[src/rtl/ctrl_pkg.sv]
// Shared constants for the control_seq_p sequencer: state codes, opcodes,
// ALU function codes and datapath select encodings.
package ctrl_pkg;

    localparam logic [2:0] S_FETCH     = 3'b000;
    localparam logic [2:0] S_DECODE    = 3'b001;
    localparam logic [2:0] S_EXECUTE   = 3'b010;
    localparam logic [2:0] S_MEMORY    = 3'b011;
    localparam logic [2:0] S_WRITEBACK = 3'b100;
    localparam logic [2:0] S_HALT      = 3'b101;
    localparam logic [2:0] S_IDLE      = 3'b110;

    localparam logic [2:0] OP_NOP  = 3'b000;
    localparam logic [2:0] OP_LDA  = 3'b001;
    localparam logic [2:0] OP_STA  = 3'b010;
    localparam logic [2:0] OP_ADD  = 3'b011;
    localparam logic [2:0] OP_SUB  = 3'b100;
    localparam logic [2:0] OP_LDIB = 3'b101;
    localparam logic [2:0] OP_JZ   = 3'b110;
    localparam logic [2:0] OP_HALT = 3'b111;

    localparam logic [2:0] ALU_ADD = 3'b000;
    localparam logic [2:0] ALU_SUB = 3'b001;

    localparam logic PC_SRC_INC = 1'b0;
    localparam logic PC_SRC_JMP = 1'b1;
    localparam logic JMP_REL    = 1'b0;
    localparam logic ADDR_PC    = 1'b0;
    localparam logic ADDR_OFF   = 1'b1;
    localparam logic SRC_ALU    = 1'b0;
    localparam logic SRC_MEM    = 1'b1;
    localparam logic ALU_IN_REG = 1'b0;

    // States in which a memory request is outstanding and wait states accrue.
    function automatic logic is_wait_state(input logic [2:0] s);
        return (s == S_FETCH) || (s == S_MEMORY);
    endfunction

endpackage

[src/rtl/ctrl_wait_timer.sv]
// Wait-state watchdog for control_seq_p. Counts consecutive cycles spent in a
// request state with mem_ready low; flags expiry on the MAX_WAIT-th such cycle
// and holds a sticky fault until reset. Only used with CTRL_WAIT_TIMEOUT_EN.
module ctrl_wait_timer #(
    parameter int MAX_WAIT = 15
) (
    input  logic clk,
    input  logic reset,
    input  logic in_wait,
    input  logic mem_ready,
    output logic expire,
    output logic fault
);

    localparam int CNT_W = $clog2(MAX_WAIT + 1);

    logic [CNT_W-1:0] cnt;

    // Expiry fires on the cycle the counter would step to MAX_WAIT.
    always_comb begin
        expire = in_wait && !mem_ready && (cnt == CNT_W'(MAX_WAIT - 1));
    end

    // Counter restarts whenever a request completes or the FSM leaves a request state.
    always_ff @(posedge clk) begin
        if (reset) begin
            cnt <= '0;
        end else if (!in_wait || mem_ready) begin
            cnt <= '0;
        end else begin
            cnt <= cnt + 1'b1;
        end
    end

    // Sticky fault flag; only reset clears it.
    always_ff @(posedge clk) begin
        if (reset) begin
            fault <= 1'b0;
        end else if (expire) begin
            fault <= 1'b1;
        end
    end

endmodule

[src/rtl/control_seq_p.sv]
// control_seq_p: multi-cycle control sequencer for the small CPU. Owns the
// FSM state register and decodes state/instr/zf/mem_ready into datapath
// strobes, with a ready/request memory handshake.
// Optional: define CTRL_WAIT_TIMEOUT_EN to add a wait-state timeout that
// halts with a sticky fault after MAX_WAIT stalled cycles.
//
// state      | meaning
// -----------+-----------------------------------------------
// FETCH  000 | read instr at PC, load IR, PC+1 on mem_ready
// DECODE 001 | dispatch on opcode
// EXECUTE 010| ALU op, LDIB load of B, or JZ branch
// MEMORY 011 | data read/write at offset, wait for mem_ready
// WRITEBACK 100 | write A from ALU or memory
// HALT   101 | halted, run resumes (unless faulted)
// IDLE   110 | after reset, run starts
// 111        | illegal, recovers to IDLE
module control_seq_p
    import ctrl_pkg::*;
#(
    parameter int INSTR_W  = 8,
    parameter int MAX_WAIT = 15
) (
    input  logic               clk,
    input  logic               reset,
    input  logic [INSTR_W-1:0] instr,
    input  logic               zf,
    input  logic               mem_ready,
    input  logic               run,
    output logic [2:0]         state,
    output logic               pc_we,
    output logic               pc_sel,
    output logic               pc_jmp_sel,
    output logic [INSTR_W-4:0] pc_offset,
    output logic               addr_sel,
    output logic [INSTR_W-4:0] addr_offset,
    output logic               mem_req,
    output logic               mem_sel,
    output logic               mem_we,
    output logic [2:0]         alu_opcode,
    output logic               alu_sel_a,
    output logic               alu_sel_b,
    output logic               alu_we,
    output logic               zf_we,
    output logic               ir_we,
    output logic               a_sel,
    output logic               a_we,
    output logic               b_sel,
    output logic               b_we,
    output logic               halt,
    output logic               fault
);

    localparam int OFF_W = INSTR_W - 3;

    logic [2:0]       next_state;
    logic [2:0]       opcode;
    logic [OFF_W-1:0] offset;
    logic             wait_expire;
    logic             fault_q;

    assign opcode = instr[INSTR_W-1 -: 3];
    assign offset = instr[OFF_W-1:0];

`ifdef CTRL_WAIT_TIMEOUT_EN
    ctrl_wait_timer #(
        .MAX_WAIT (MAX_WAIT)
    ) u_wait_timer (
        .clk       (clk),
        .reset     (reset),
        .in_wait   (is_wait_state(state)),
        .mem_ready (mem_ready),
        .expire    (wait_expire),
        .fault     (fault_q)
    );
`else
    assign wait_expire = 1'b0;
    assign fault_q     = 1'b0;
`endif

    // fault is an output like any other and is masked while reset is high.
    assign fault = fault_q & ~reset;

    // State register; reset always wins over run and mem_ready.
    always_ff @(posedge clk) begin
        if (reset) begin
            state <= S_IDLE;
        end else begin
            state <= next_state;
        end
    end

    // Next-state and strobe decode; everything stays 0 while reset is high.
    always_comb begin
        next_state  = state;
        pc_we       = 1'b0;
        pc_sel      = PC_SRC_INC;
        pc_jmp_sel  = JMP_REL;
        pc_offset   = '0;
        addr_sel    = ADDR_PC;
        addr_offset = '0;
        mem_req     = 1'b0;
        mem_sel     = 1'b0;
        mem_we      = 1'b0;
        alu_opcode  = ALU_ADD;
        alu_sel_a   = ALU_IN_REG;
        alu_sel_b   = ALU_IN_REG;
        alu_we      = 1'b0;
        zf_we       = 1'b0;
        ir_we       = 1'b0;
        a_sel       = SRC_ALU;
        a_we        = 1'b0;
        b_sel       = SRC_ALU;
        b_we        = 1'b0;
        halt        = 1'b0;

        if (!reset) begin
            case (state)
                S_IDLE: begin
                    if (run) next_state = S_FETCH;
                end

                S_FETCH: begin
                    mem_req  = 1'b1;
                    addr_sel = ADDR_PC;
                    if (mem_ready) begin
                        ir_we      = 1'b1;
                        pc_we      = 1'b1;
                        pc_sel     = PC_SRC_INC;
                        next_state = S_DECODE;
                    end else if (wait_expire) begin
                        next_state = S_HALT;
                    end
                end

                S_DECODE: begin
                    case (opcode)
                        OP_NOP:                   next_state = S_FETCH;
                        OP_LDA, OP_STA:           next_state = S_MEMORY;
                        OP_ADD, OP_SUB, OP_LDIB,
                        OP_JZ:                    next_state = S_EXECUTE;
                        default:                  next_state = S_HALT;
                    endcase
                end

                S_EXECUTE: begin
                    next_state = S_FETCH;
                    case (opcode)
                        OP_ADD, OP_SUB: begin
                            alu_opcode = (opcode == OP_SUB) ? ALU_SUB : ALU_ADD;
                            alu_sel_a  = ALU_IN_REG;
                            alu_sel_b  = ALU_IN_REG;
                            alu_we     = 1'b1;
                            zf_we      = 1'b1;
                            next_state = S_WRITEBACK;
                        end
                        OP_LDIB: begin
                            b_sel = SRC_MEM;
                            b_we  = 1'b1;
                        end
                        OP_JZ: begin
                            pc_offset = offset;
                            if (zf) begin
                                pc_we      = 1'b1;
                                pc_sel     = PC_SRC_JMP;
                                pc_jmp_sel = JMP_REL;
                            end
                        end
                        default: ;
                    endcase
                end

                S_MEMORY: begin
                    addr_sel    = ADDR_OFF;
                    addr_offset = offset;
                    mem_req     = 1'b1;
                    mem_sel     = 1'b1;
                    mem_we      = (opcode == OP_STA);
                    if (mem_ready) begin
                        next_state = (opcode == OP_LDA) ? S_WRITEBACK : S_FETCH;
                    end else if (wait_expire) begin
                        next_state = S_HALT;
                    end
                end

                S_WRITEBACK: begin
                    a_we       = 1'b1;
                    a_sel      = (opcode == OP_LDA) ? SRC_MEM : SRC_ALU;
                    next_state = S_FETCH;
                end

                S_HALT: begin
                    halt = 1'b1;
                    if (run && !fault_q) next_state = S_FETCH;
                end

                default: begin
                    next_state = S_IDLE;
                end
            endcase
        end
    end

endmodule
[config.mk]
export PLATFORM = sky130hd
export DESIGN_NAME = control_seq_p
export DESIGN_NICKNAME = d
export VERILOG_FILES = /design/src/rtl/ctrl_pkg.sv /design/src/rtl/ctrl_wait_timer.sv /design/src/rtl/control_seq_p.sv
export SDC_FILE = /design/constraint.sdc
export NUM_CORES = 1
export LEC_CHECK = 0
export BUFFER_PORTS_ARGS = -buffer_cell sky130_fd_sc_hd__buf_2
export CORE_UTILIZATION = 40
export CTS_CLUSTER_SIZE = 25
export DETAILED_ROUTE_END_ITERATION = 16
export GPL_ROUTABILITY_DRIVEN = 0
export GPL_TIMING_DRIVEN = 0
export PLACE_DENSITY = 0.83
export SYNTH_ARGS = -nofsm -noshare
export SYNTH_HDL_FRONTEND = slang
export SYNTH_SLANG_ARGS = --single-unit
[constraint.sdc]
create_clock -name clk -period 2.8 [get_ports clk]
set_clock_uncertainty 0.2 [all_clocks]
set_input_delay 0.42 -clock clk [delete_from_list [all_inputs] [get_ports clk]]
set_output_delay 0.42 -clock clk [all_outputs]
set_load 0.01 [all_outputs]
# Word level (Yosys, flattened, before mapping)
# Index checks and enable logic that the tools add are counted.
dict set report totals {
  reg_bits 3
  inputBits 13
  out_inout_bits 34
}
dict set report op_classes {
  eq_ne 15
  n_mux 44
  n_reduce_logical 8
}
# operator n
set ops {}
lappend ops {{1-bit 2-to-1 mux} 31}
lappend ops {{5-bit 2-to-1 mux} 5}
lappend ops {{3-bit equality test (second input constant)} 6}
lappend ops {{3-bit one-hot mux with 6 select lines} 1}
lappend ops {{3-bit 2-to-1 mux} 5}
lappend ops {{3-bit by 2-bit equality test with 1-bit output (second input constant)} 4}
lappend ops {{3-bit one-hot mux with 3 select lines} 1}
lappend ops {{2-bit OR reduction} 4}
lappend ops {{3-bit by 1-bit equality test with 1-bit output (second input constant)} 2}
lappend ops {{3-bit logical NOT} 2}
lappend ops {{2-bit inequality test (second input constant)} 2}
lappend ops {{4-bit OR reduction} 1}
lappend ops {{3-bit AND reduction} 1}
lappend ops {{2-bit by 1-bit inequality test with 1-bit output (second input constant)} 1}
lappend ops {{1-bit one-hot mux with 2 select lines} 1}

# Logic depth before layout (Yosys ltp)
# Gate-level depths: netlist of run 1.
dict set report depth {
  word_depth 5
  ltp_mapped 5
}

# Worst setup path after synthesis of run 1
# No wires, ideal clock.
dict set report synth_timing {
  path_type {in2out}
  start {input port reset}
  end {output port b_we}
  t_arrival_ps 1410
  required_time_ps 2180
  setup_slack_ps 770
  path_stages 5
  path_buffers 2
  cell_sequence {clkbuf_1 -> nor2_1 -> nand3_1 -> nor3_1 -> buf_4}
}
dict set report synth_between {
  elab_chain_cells 1
}
# element line_no
set synth_rtl {}
lappend synth_rtl {{from (decl)} control_seq_p.sv:24} ;# input logic reset,
lappend synth_rtl {{1-bit 2-to-1 mux} --}
lappend synth_rtl {{to (decl)} control_seq_p.sv:48} ;# output logic b_we,
# Every way passes these cells.

# Worst setup path after layout of run 1
dict set report layout_timing {
  start {register state[2]}
  end {output port pc_offset[0]}
}
dict set report layout_between {
  elab_chain_cells 3
}
# element line_no
set layout_rtl {}
lappend layout_rtl {{from (decl)} control_seq_p.sv:29} ;# output logic [2:0] state,
lappend layout_rtl {{from (signal assigned)} control_seq_p.sv:88} ;# state <= next_state;
lappend layout_rtl {{3-bit by 2-bit equality test with 1-bit output} control_seq_p.sv:117} ;# case (state)
lappend layout_rtl {{5-bit 2-to-1 mux} control_seq_p.sv:117}
lappend layout_rtl {{5-bit 2-to-1 mux} control_seq_p.sv:116} ;# if (!reset) begin
lappend layout_rtl {{to (decl)} control_seq_p.sv:33} ;# output logic [INSTR_W-4:0] pc_offset,
# Every way passes these cells.

==> results of run 1 <==
==> cells in the mapped netlist <==
cell | count | area share [%]
a211oi_1 | 1 | 1.3
a211oi_2 | 1 | 2.2
a21oi_1 | 4 | 3.6
a21oi_2 | 1 | 1.6
a221o_1 | 1 | 1.8
a221oi_1 | 1 | 1.6
a22oi_1 | 1 | 1.3
and2_1 | 11 | 12
and3_1 | 1 | 1.1
and4_1 | 1 | 1.6
buf_2 | 4 | 3.6
buf_4 | 9 | 12
buf_6 | 1 | 2.0
clkbuf_1 | 1 | 0.67
conb_1 | 1 | 0.67
dfxtp_1 | 3 | 11
inv_1 | 5 | 3.3
nand2_1 | 3 | 2.0
nand3_1 | 2 | 1.8
nand3b_1 | 1 | 1.3
nor2_1 | 5 | 3.3
nor3_1 | 7 | 6.2
nor3_2 | 2 | 3.6
nor4_1 | 2 | 2.2
o2111ai_1 | 1 | 1.6
o211ai_1 | 1 | 1.3
o21ai_0 | 2 | 1.8
o21bai_1 | 1 | 1.3
o221ai_1 | 1 | 1.6
or2b_1 | 1 | 1.3
or3b_1 | 3 | 4.7
xnor2_1 | 2 | 3.1
xor2_1 | 1 | 1.6
==> power by group through the flow <==
| stage | sequential (W) | combinational (W) | clock, W |
|---|---|---|---|
| after floorplan | 0.0000551 | 0.0000837 | 0 |
| after global placement | 0.0000519 | 0.000118 | 0 |
| after detailed placement | 0.0000526 | 0.000121 | 0 |
| after CTS | 0.0000520 | 0.000122 | 0.0000778 |
| after global routing | 0.0000530 | 0.000136 | 0.0000799 |
| final | 0.0000518 | 0.000123 | 0.0000777 |
==> placed cells by master, fill, tap and decap left out, drive strengths merged <==
cell	n
buf	51
and2	11
nor3	9
conb	6
inv	5
nor2	5
a21oi	5
clkbuf	5
nand2	3
or3b	3
dfxtp	3
nand3	2
nor4	2
xnor2	2
o21ai	2
a211oi	2
or2b	1
and4	1
nand3b	1
and3	1
xor2	1
a22oi	1
o211ai	1
o2111ai	1
o221ai	1
a221oi	1
o21bai	1
a221o	1
==> cells by family after synthesis <==
logic type	share of synthesized area [%]
AND/OR/NAND/NOR	41.4
buffers and inverters	21.6
AO/OA/AOI/OAI	20.9
XOR/XNOR	4.68
flip-flops	10.7
other	0.668
==> worst paths after layout <==
path / slack, ns / endpoint / startpoint / cells past startpoint
max: 0.56 / pc_offset[0] / state[2] / 6
min: 0.35 / state[2] / mem_ready / 3
max reg2reg: 1.15 / state[2] / state[0] / 5
min reg2reg: 0.50 / state[1] / state[1] / 2
==> routing by layer <==
| metal | global-route usage (%) | wire, µm | part of all wire [%] |
|---|---|---|---|
| met1 | 24.3 | 638 | 42 |
| met2 | 34.8 | 794 | 52 |
| met3 | 0 | 71 | 4.6 |
| met4 | 10.3 | 27 | 1.8 |
| met5 | 0 | 0 | 0 |
==> worst max-delay path, cell delays in order (launching register included) <==
cell	delay [ns]
dfxtp_1	0.30
buf_2	0.17
inv_1	0.16
nand3_1	0.20
nor3_2	0.26
and2_1	0.17
buf_2	0.12
==> metrics by stage <==
step,std cells,setup WS [ns],instance area (µm²),util (%)
finish,143,0.556,811,62.3
floorplan,87,0.770,581,-
detailed placement,139,0.680,785,60.3
global route,143,0.393,811,62.3
CTS,143,0.551,811,62.3
global placement,139,0.709,785,60.3
==> layout make-up <==
class / instances / area (µm²)
Fill cell: 131 / 490
Tap cell: 15 / 18.8
Clock buffer: 4 / 26.3
Sequential cell: 3 / 60.1
Inverter: 5 / 18.8
Buffer: 15 / 103
Timing Repair Buffer: 37 / 185
Multi-Input combinational cell: 64 / 399
==> flow_summary.ini, run 1 <==
[run_status]
status = finished clean

[clock_tree]
clk_pin_slew_worst_paths_ns = 0.03
ctsHoldBuffers = 0
clk_path_buf_depth = 2
cts_tree = built
clk_latency_ns = 0.24
cts_resized = 0
cts_root_buf = clkbuf_4
cts_made_buffers = 3
ctsHtreeMaxLevel = 1
cts_sinks = 3
cts_setup_buffers = 0

[synth]
ys_seq_area_share_pct = 10.7
synth_cell_types = 33
avgSynthCellArea_um2 = 6.85
synth_cells = 82
ys_warn_count = 0
syn_area_um2 = 562
synth_seq_cells = 3

[placed_design]
dp_hpwl_um = 1250
io_buffers = 37

[floorplan]
row_count = 13
die_w_um = 39.5
io_pins = 47
dieArea_um2 = 1560
start_util_pct = 43.2
die_y_um = 39.5
core_area_um2 = 1300

[cells_and_area]
area_growth_pct = 44.3
largest_reg_flops = 3
layout-drive-gt1-share_pct = 45.3
insertedDiodeCount = 0
nets = 142
reg_top3 = state (3)
top_register = state

[power]
power_density_nw_per_um2 = 312
intPower_w = 0.000152
fin_total_pwr_w = 0.000253
ir_drop_uv = 103
p_leak_nw = 0.454
clock_power_share_pct = 30.7
switching_share_pct = 39.9
pwr-share-comb_pct = 48.8
switchingPower_w = 0.000101
seq_power_share_pct = 20.5

[grt]
grt_max_degree = 11
grtUsageTotal_pct = 19.9
antenna_found_initial = 0
grt_pass1_wl_um = 2140
overflow = 0
grt_pass1_vias = 533

[setup_path]
cp.arrival_ns = 1.62
crit_fanout = 9
start_kind = register
cp.required_ns = 2.18
criticalPathCategory = register to primary output
end_kind = primary output

[timing]
maxSlewViolCount = 0
fin_setup_tns_ns = 0
min_period_ns = 2.24
hold_viol_final = 0
finalCritPeriodShare_pct = 80.1
hold_ws_ns = 0.352
setup_viol = 0
fmax_mhz = 446
rsz0062_at_grt = no

[job]
max-cap-violations = 0

[routing]
ant_nets = 0
drtIter0Drc = 20
vias = 723
wl_um = 1530
vias_per_cell = 5.06
drc = 0
routedWlPerCell_um = 10.7
dr.pass1.iters = 4

[hold_path]
holdCritPathClass = primary input to register
Power figures use the tool's default switching activity.
==> run 2: changes to the inputs <==
--- a/config.mk
+++ b/config.mk
@@ -5,13 +5,14 @@
 export SDC_FILE = /design/constraint.sdc
 export NUM_CORES = 1
 export LEC_CHECK = 0
+export ABC_AREA = 1
 export BUFFER_PORTS_ARGS = -buffer_cell sky130_fd_sc_hd__buf_2
-export CORE_UTILIZATION = 40
+export CORE_UTILIZATION = 36
 export CTS_CLUSTER_SIZE = 25
 export DETAILED_ROUTE_END_ITERATION = 16
 export GPL_ROUTABILITY_DRIVEN = 0
 export GPL_TIMING_DRIVEN = 0
-export PLACE_DENSITY = 0.83
+export PLACE_DENSITY = 0.78
 export SYNTH_ARGS = -nofsm -noshare
 export SYNTH_HDL_FRONTEND = slang
 export SYNTH_SLANG_ARGS = --single-unit
==> constraint.sdc (replaced) <==
create_clock -name clk -period 2.2 [get_ports clk]
set_clock_uncertainty 0.2 [all_clocks]
set_input_delay 0.33 -clock clk [delete_from_list [all_inputs] [get_ports clk]]
set_output_delay 0.33 -clock clk [all_outputs]
set_load 0.01 [all_outputs]
==> run 2 against run 1 <==
  * Die area is 2.3% higher
  * Critical endpoint is now b_we
  * Non-clock buffer count is 1 lower
  * Largest power group unchanged
  * Sequential share of layout area is 0.15 points higher
  * Sequential power is 64% higher
==> flow_summary.ini, run 2 <==
[setup_path]
criticalPathCategory = register to primary output
end_kind = primary output
cp.arrival_ns = 1.57
rr_startpoint = state[2]
crit_fanout = 7
cp.required_ns = 1.67
cpMaxStageDelayCell = dfxtp_1
r2r_setup_slack_ns = 0.76
crit_path_max_incr_delay_ns = 0.36
worstPathCellList = inv_2 > nand3_1 > inv_1 > nand2_2 > nor4_4 > buf_4 > buf_2
reg2reg_depth = 8
reg2reg_to = state[0]
start_kind = register

[cells_and_area]
largest_reg_flops = 3
nFillCells = 141
reg_top3 = state (3)
final_common_cell = buf_2
layout-drive-gt1-share_pct = 43.9
layout_common_cells = buf_2, inv_1, nor2_1
multi_input_area_um2 = 347
nets = 162
register_area_um2 = 61.3
top_register = state
insertedDiodeCount = 0
fin_area_um2 = 811
final_util_pct = 61.5
area_growth_pct = 56.5

[timing]
hold_viol_final = 0
fin_setup_tns_ns = 0
min_period_ns = 2.10
setup_viol = 0
maxSlewViolCount = 0
finalWorstSetupSlack_ns = 0.103
fmax_mhz = 477
finalCritPeriodShare_pct = 95.3

[clock_tree]
clk_latency_ns = 0.24
cts_tree = built
cts_made_buffers = 3
cts_root_buf = clkbuf_4
ctsHoldBuffers = 0
ctsHtreeMaxLevel = 1
clk_path_buf_depth = 2
clk_pin_slew_worst_paths_ns = 0.04
cts_sinks = 3

[grt]
overflow = 0
grt_pass1_vias = 496
antenna_found_initial = 0
grt_max_degree = 9
grtUsageTotal_pct = 17.0
grt_pass1_wl_um = 1880

[hold_path]
holdPathEnd = state[1]
hp-start = reset
min_path_cells = 3
holdCritPathClass = primary input to register

[synth]
synth_most_common_cell = inv_1
synth_seq_cells = 3
syn_area_um2 = 518
ys_warn_count = 0
avgSynthCellArea_um2 = 5.29
synth_top_area_share_pct = 13.0
synth_edf_count = 0
synthTopCellsByCount = inv_1, nor2_1, nand2_1, nand3_1, buf_4
synth_area_leaders = buf_4, inv_1, nor2_1
synth_flop_cell = dfxtp_1
yosys.area.top_type = buf_4
synth_cells = 98
synth_cell_types = 19
synthArstFlopShare_pct = 0
ys_seq_area_share_pct = 11.6

[routing]
routedWlPerCell_um = 8.88
vias = 750
drtIter0Drc = 11
dr.pass1.iters = 4
vias_per_cell = 4.60
ant_nets = 0
drc = 0
wl_um = 1450

[floorplan]
row_count = 13
die_y_um = 39.9
die_w_um = 39.9
io_pins = 47
start_util_pct = 39.3
dieArea_um2 = 1590
core_area_um2 = 1320

[run_status]
status = finished clean

[power]
ir_drop_uv = 326
fin_total_pwr_w = 0.000364
power_density_nw_per_um2 = 449
p_leak_nw = 0.520

[placed_design]
io_buffers = 39
pre_cts_ws_ns = 0.283
place_area_um2 = 751
dp_hpwl_um = 1140

[job]
max-cap-violations = 0
[run 2: kinds of logic (layout without fill, tap and decap cells)]
| family | count (synthesis) | count (layout) | synth area share [%] |
|---|---|---|---|
| AOI/OAI and AO/OA | 4 | 4 | 3.86 |
| and+or+nand+nor | 60 | 60 | 55.3 |
| DFF | 3 | 3 | 11.6 |
| other | 1 | 6 | 0.724 |
| buffers and inverters | 30 | 75 | 28.5 |
[run 2: area by class of cell]
cell class	count	share of cell area (%)
plain buffers	10	8.95
clock buffers	4	3.24
inverters	20	9.26
multi-input cells	70	42.7
flip-flops and latches	3	7.56
well taps	15	2.31
repair buffers	41	25.9
[run 2: worst max-delay path: cells and delay by family, from the launching register on]
family	cells	cell delay, ns
buffers and inverters	4	0.46
DFF	1	0.36
and+or+nand+nor	3	0.51
[run 2: worst max path at each step]
| stage | from | slack, ns | depth (start not counted) | endpoint |
|---|---|---|---|---|
| 2_1_floorplan | state[2] | 0.22 | 6 | b_we |
| 3_3_place_gp | state[2] | 0.28 | 7 | b_we |
| 3_5_place_dp | state[2] | 0.28 | 7 | b_we |
| 4_1_cts | state[2] | 0.01 | 7 | b_we |
| 5_1_grt | state[2] | -0.03 | 7 | b_we |
| 6_report | state[2] | 0.10 | 7 | b_we |
[run 2: metal layers]
metal  track usage, %  vias up  share of wire [%]
li1                 -      390                  -
met1             21.1      331                 45
met2             29.0       27                 48
met3             3.33        2                6.4
met4             5.17        0               0.90
met5                0        -                  0
[run 2: what timing repair did]
| item | 4_1_cts | 5_1_grt |
|---|---|---|
| gates resized for setup | 0 | 4 |
| setup buffers | 0 | 2 |
| endpoints found under the setup margin | 0 | 2 |
[run 2: per-stage QoR]
stage	hold slack [ns]	instances
finish	0.306	163
global route	0.325	163
CTS	0.292	161
detailed placement	0.383	157
global placement	0.372	157
floorplan	0.364	103
[run 2: report_power, final]
group / switching, W / internal [W]
Clock: 0.0000329 / 0.0000682
Combinational: 0.000107 / 0.0000709
Sequential: 0.0000192 / 0.0000660
